`config.mk`:
```
export PLATFORM = sky130hd
export DESIGN_NAME = pong_match_sequencer
export DESIGN_NICKNAME = d
export VERILOG_FILES = /design/src/rtl/pong_match_sequencer.sv
export SDC_FILE = /design/constraint.sdc
export NUM_CORES = 1
export LEC_CHECK = 0
export BUFFER_PORTS_ARGS = -buffer_cell sky130_fd_sc_hd__buf_4
export CAP_MARGIN = 25
export CORE_MARGIN = 2
export CORE_UTILIZATION = 63
export DETAILED_ROUTE_END_ITERATION = 7
export GPL_ROUTABILITY_DRIVEN = 0
export PLACE_DENSITY = 0.93
export SYNTH_ARGS = -nofsm -noshare
export SYNTH_HDL_FRONTEND = slang
export SYNTH_SLANG_ARGS = --single-unit
```
`constraint.sdc`:
```
create_clock -name clk -period 3.9 [get_ports clk]
set_input_delay 0.975 -clock clk [delete_from_list [all_inputs] [get_ports clk]]
set_output_delay 0.975 -clock clk [all_outputs]
set_load 0.05 [all_outputs]
```
`src/rtl/pong_match_sequencer.sv`:
```
// Match-flow controller: IDLE -> SERVE_WAIT -> PLAY -> POINT -> GAME_OVER, with BCD score keeping.
// Optional pause in PLAY when PONG_PAUSE_EN is defined.
module pong_match_sequencer #(
    parameter int unsigned WIN_SCORE   = 11,
    parameter int unsigned SERVE_DELAY = 60
) (
    input  logic       clk,
    input  logic       clr_n,
    input  logic       start_pulse,
    input  logic       miss_left,
    input  logic       miss_right,
    output logic       run,
    output logic       ball_reset,
    output logic       serve_right,
    output logic [3:0] score_one_ones,
    output logic [3:0] score_one_tens,
    output logic [3:0] score_two_ones,
    output logic [3:0] score_two_tens,
    output logic [1:0] winner,
    output logic [2:0] state
);

    typedef enum logic [2:0] {
        S_IDLE   = 3'd0,
        S_SERVE  = 3'd1,
        S_PLAY   = 3'd2,
        S_POINT  = 3'd3,
`ifdef PONG_PAUSE_EN
        S_OVER   = 3'd4,
        S_PAUSED = 3'd5
`else
        S_OVER   = 3'd4
`endif
    } state_t;

    typedef struct packed {
        logic [6:0] cnt;
        logic [3:0] tens;
        logic [3:0] ones;
    } score_t;

    localparam logic [6:0] LP_WIN = 7'(WIN_SCORE);
    localparam logic [7:0] LP_DLY = 8'(SERVE_DELAY - 1);

    state_t     r_state;
    state_t     w_next;
    score_t     r_p1;
    score_t     r_p2;
    logic [7:0] r_cnt;
    logic       r_serve_right;
    logic [1:0] r_winner;
    logic       w_win;

    // Binary count and BCD digits advance together; the count pins at 99.
    function automatic score_t f_inc(input score_t s);
        score_t r;
        r = s;
        if (s.cnt != 7'd99) begin
            r.cnt = s.cnt + 7'd1;
            if (s.ones == 4'd9) begin
                r.ones = '0;
                r.tens = s.tens + 4'd1;
            end else begin
                r.ones = s.ones + 4'd1;
            end
        end
        return r;
    endfunction

    assign w_win = (r_p1.cnt == LP_WIN) || (r_p2.cnt == LP_WIN);

    always_ff @(posedge clk or negedge clr_n) begin
        if (!clr_n) r_state <= S_IDLE;
        else        r_state <= w_next;
    end

    always_comb begin
        w_next = r_state;
        case (r_state)
            S_IDLE, S_OVER: if (start_pulse) w_next = S_SERVE;
            S_SERVE:        if (r_cnt == '0) w_next = S_PLAY;
            S_PLAY: begin
                if (miss_left && miss_right)     w_next = S_SERVE;
                else if (miss_left || miss_right) w_next = S_POINT;
`ifdef PONG_PAUSE_EN
                else if (start_pulse)            w_next = S_PAUSED;
`endif
            end
            S_POINT:        w_next = w_win ? S_OVER : S_SERVE;
`ifdef PONG_PAUSE_EN
            S_PAUSED:       if (start_pulse) w_next = S_PLAY;
`endif
            default:        w_next = S_IDLE;
        endcase
    end

    always_comb begin
        run        = 1'b0;
        ball_reset = 1'b1;
        case (r_state)
            S_PLAY: begin
                run        = 1'b1;
                ball_reset = 1'b0;
            end
`ifdef PONG_PAUSE_EN
            S_PAUSED: ball_reset = 1'b0;
`endif
            default: ;
        endcase
    end

    always_ff @(posedge clk or negedge clr_n) begin
        if (!clr_n) begin
            r_p1          <= '0;
            r_p2          <= '0;
            r_cnt         <= '0;
            r_serve_right <= 1'b1;
            r_winner      <= '0;
        end else begin
            case (r_state)
                S_IDLE, S_OVER: begin
                    if (start_pulse) begin
                        r_p1     <= '0;
                        r_p2     <= '0;
                        r_winner <= '0;
                        r_cnt    <= LP_DLY;
                    end
                end
                S_SERVE: if (r_cnt != '0) r_cnt <= r_cnt - 8'd1;
                S_PLAY: begin
                    if (miss_left && miss_right) begin
                        r_cnt <= LP_DLY;
                    end else if (miss_left) begin
                        r_p2          <= f_inc(r_p2);
                        r_serve_right <= 1'b0;
                    end else if (miss_right) begin
                        r_p1          <= f_inc(r_p1);
                        r_serve_right <= 1'b1;
                    end
                end
                S_POINT: begin
                    if (r_p1.cnt == LP_WIN)      r_winner <= 2'd1;
                    else if (r_p2.cnt == LP_WIN) r_winner <= 2'd2;
                    else                         r_cnt    <= LP_DLY;
                end
                default: ;
            endcase
        end
    end

    assign serve_right    = r_serve_right;
    assign score_one_ones = r_p1.ones;
    assign score_one_tens = r_p1.tens;
    assign score_two_ones = r_p2.ones;
    assign score_two_tens = r_p2.tens;
    assign winner         = r_winner;
    assign state          = r_state;

endmodule

```
==> metrics.md <==
| Metric | Value |
|---|---|
| Ys Warns | `0` |
| Syn Area/Cell | `about 9 um2` |
| Nets | `between 300 and 400` |
| Post-CTS Hold Fix Bufs | `0` |
| CP max stage delay | `~600 ps` |
| Routed len/inst | `roughly 15 um` |
| Ys async rst share | `100.0%` |
| Synth cell types | `48` |
| Synth-to-Final Area Change | `7.860%` |
| Die area | `between 4000 and 5000 um2` |
| Fin cells | `350` |
| Initial Util | `between 60 and 70%` |
| Share of post-route cells with drive strength above 1 | `between 10% and 20%` |
| Die Wd | `67.98 um` |
| DRC | `0` |
| Metal3 WL | `between 200 and 300 um` |
| Placed cell area | `between 2000 and 3000 um2` |
| Cells after DPL | `around 340` |
| Max Used Layer | `met4` |
| DP HPWL | `about 3800 um` |
| IO Port Bufs | `28` |
| Antenna Nets Post-Route | `0` |
| Hold slack final | `480.8 ps` |
| Leak | `around 1.3 nW` |
| CTS tree | `yes` |
| Worst Tran Pin Value | `997.4 ps` |
| Antenna violations before repair | `0` |
| Final Max Tran Viols | `0` |
| EDFF count, synth | `0` |
| Site row count | `23` |
| Area of the core | `3971 um2` |
| Fmax | `around 350 MHz` |
| Synth Instances | `about 290` |
| Clock sink total | `44` |
| Final hold violations | `0` |
| Vias in the first global route | `a little over 2000` |
| Synthesized area | `2579 um2` |
| DR vias | `between 2000 and 2500` |
| CP Class | `reg2out` |
| CP Capture Type | `output port` |
| Number of diodes | `0` |
| Sequential area share after synthesis | `between 40% and 50%` |
| Global-route wire length before repair | `a little over 9000 um` |
| Number of synthesized register bits | `44` |
| Worst Setup Start Kind | `register` |
| Routed wl met2 | `2705 um` |
| Num CTS Buffers | `5` |
| TritonRoute pass-1 iters | `4` |
| H-tree depth | `2` |
| Slew HR | `roughly a third` |
| Die height | `67.98 um` |
| Total negative slack | `0 ps` |
| Reg clk slew, reported paths | `~80 ps` |
| Max IR drop VDD | `approximately 0.21 mV` |
| Unrepaired setup endpoints after global routing | `no` |
| Max_cap viols | `0` |
| Maximum fanout along the worst path | `14` |
| Tot GR Track Use | `about a quarter` |
| Skew final | `approximately 5.3 ps` |
| WL met1 | `about 2200 um` |
| Hold Crit Class | `reg2reg` |
| Synth Flop Type | `dfrtp_1` |
| CP max stage cell | `dfrtp_1` |
| Vias per cell | `6.086` |
| WL final | `approximately 5300 um` |
| I/O pin count | `29` |
| Finished Cell Area | `between 2000 and 3000 um2` |
| Clock tree root buffer cell | `clkbuf_8` |
| Mapped Nets | `306` |
| Post-CTS resize count | `0` |
| Status | `finished clean` |
| Period utilisation layout | `72.77%` |
| Crit path DAT | `roughly 1900 ps` |
| Clock Latency Late Sink | `300 ps` |
| Post-CTS Setup Inserts | `0` |
| CTS max path bufs | `2` |
| Power Dens Cells | `about 430 nW/um2` |
| Min cycle time layout | `roughly 2800 ps` |
| Largest net degree at the start of global routing | `45` |
| Crit path cell chain | `or3b_4 > clkinv_2 > buf_4` |
| Final setup viols | `0` |
| 1st-iter DRT viols | `between 100 and 150` |
| CP required | `roughly 3000 ps` |
| Grt ovf | `0` |
sequential cells by signal (all words and copies together), names as in the netlist:
name	flops
r_cnt	8
r_p1	7
r_p2	7
score_one_ones	4
score_one_tens	4
score_two_ones	4
score_two_tens	4
state	3
winner	2
serve_right	1
cell families after synthesis:
family	count (synthesis)	share of synthesized area (%)
multiplexers	1	0.3882
AND/OR/NAND/NOR	112	22.08
AO/OA/AOI/OAI	83	19.89
buffers and inverters	31	7.423
flip-flops	44	42.75
XOR/XNOR	2	0.6794
adder cells (fa/ha/maj)	14	6.793
placed cells by master, fill, tap and decap left out, types with 4 or more instances in the layout:
cell      synthesis  final
a21oi_1           7      7
dfrtp_1          43     43
nor2_1           23     23
o41ai_1           4      4
nor3_1            7      7
o31ai_1           8      8
a31oi_1           4      4
clkbuf_8          0      6
inv_1             7      7
ha_1             14     14
o21ai_0          45     45
and3_1            4      4
and2_1            5      5
nand3_1          13     13
nand2_1          37     37
buf_4            17     28
where the power goes:
part,internal (mW),switching [mW]
registers,0.513,0.0656
clock network,0.145,0.149
logic,0.116,0.203
total,0.774,0.418
critical path, delay by kind of cell (launching register included):
| kind | cells | cell delay, ps |
|---|---|---|
| buffers and inverters | 2 | 430 |
| flip-flops | 1 | 590 |
| AND/OR/NAND/NOR | 1 | 540 |
synthesized netlist by cell type (all sizes together) (3+ instances only):
cell type  number  area share (%)
a21oi           7             1.4
o21ai          45             8.7
inv             7             1.0
buf            20             5.8
and2            5             1.2
and3            4            0.97
nor2           24             3.6
o31ai           8             2.3
nand2          37             5.4
a31oi           4            0.97
nor3            7             1.4
o211a           3             1.5
nand3          13             2.5
dfrtp          43              42
clkbuf          3            0.44
ha             14             6.8
o41ai           4             1.4
path summary, 6_finish.rpt:
check	start	slack, ps	cells past startpoint	to
max reg2reg	state[1]	1470	6	r_p2[11]
min in group asynchronous	clr_n	660	1	score_one_ones[1]
max	state[1]	1060	3	run
min reg2reg	serve_right	480	2	serve_right
max in group asynchronous	clr_n	2860	1	serve_right
min	serve_right	480	2	serve_right
metrics by stage:
step	total power [mW]	worst slack (ps)	utilization [%]
2_1_floorplan	0.8236	1336	-
3_3_place_gp	0.8916	1271	67.77
3_5_place_dp	0.9088	1215	67.77
4_1_cts	1.201	1075	70.04
5_1_grt	1.268	982.6	70.04
6_report	1.192	1062	70.04
layout make-up:
class	instances	area, um2
Inverter	8	31.28
Clock buffer	8	90.09
Tap cell	50	62.56
Timing Repair Buffer	28	210.2
Sequential cell	44	1102
Fill cell	311	1190
Multi-Input combinational cell	212	1285
metal layers:
metal | vias to the layer above | track usage, %
met5 | - | 0
met4 | 0 | 8.250
met3 | 10 | 5.263
met2 | 53 | 47.09
met1 | 1032 | 31.16
li1 | 1035 | -
(Power assumes the default switching activity.)
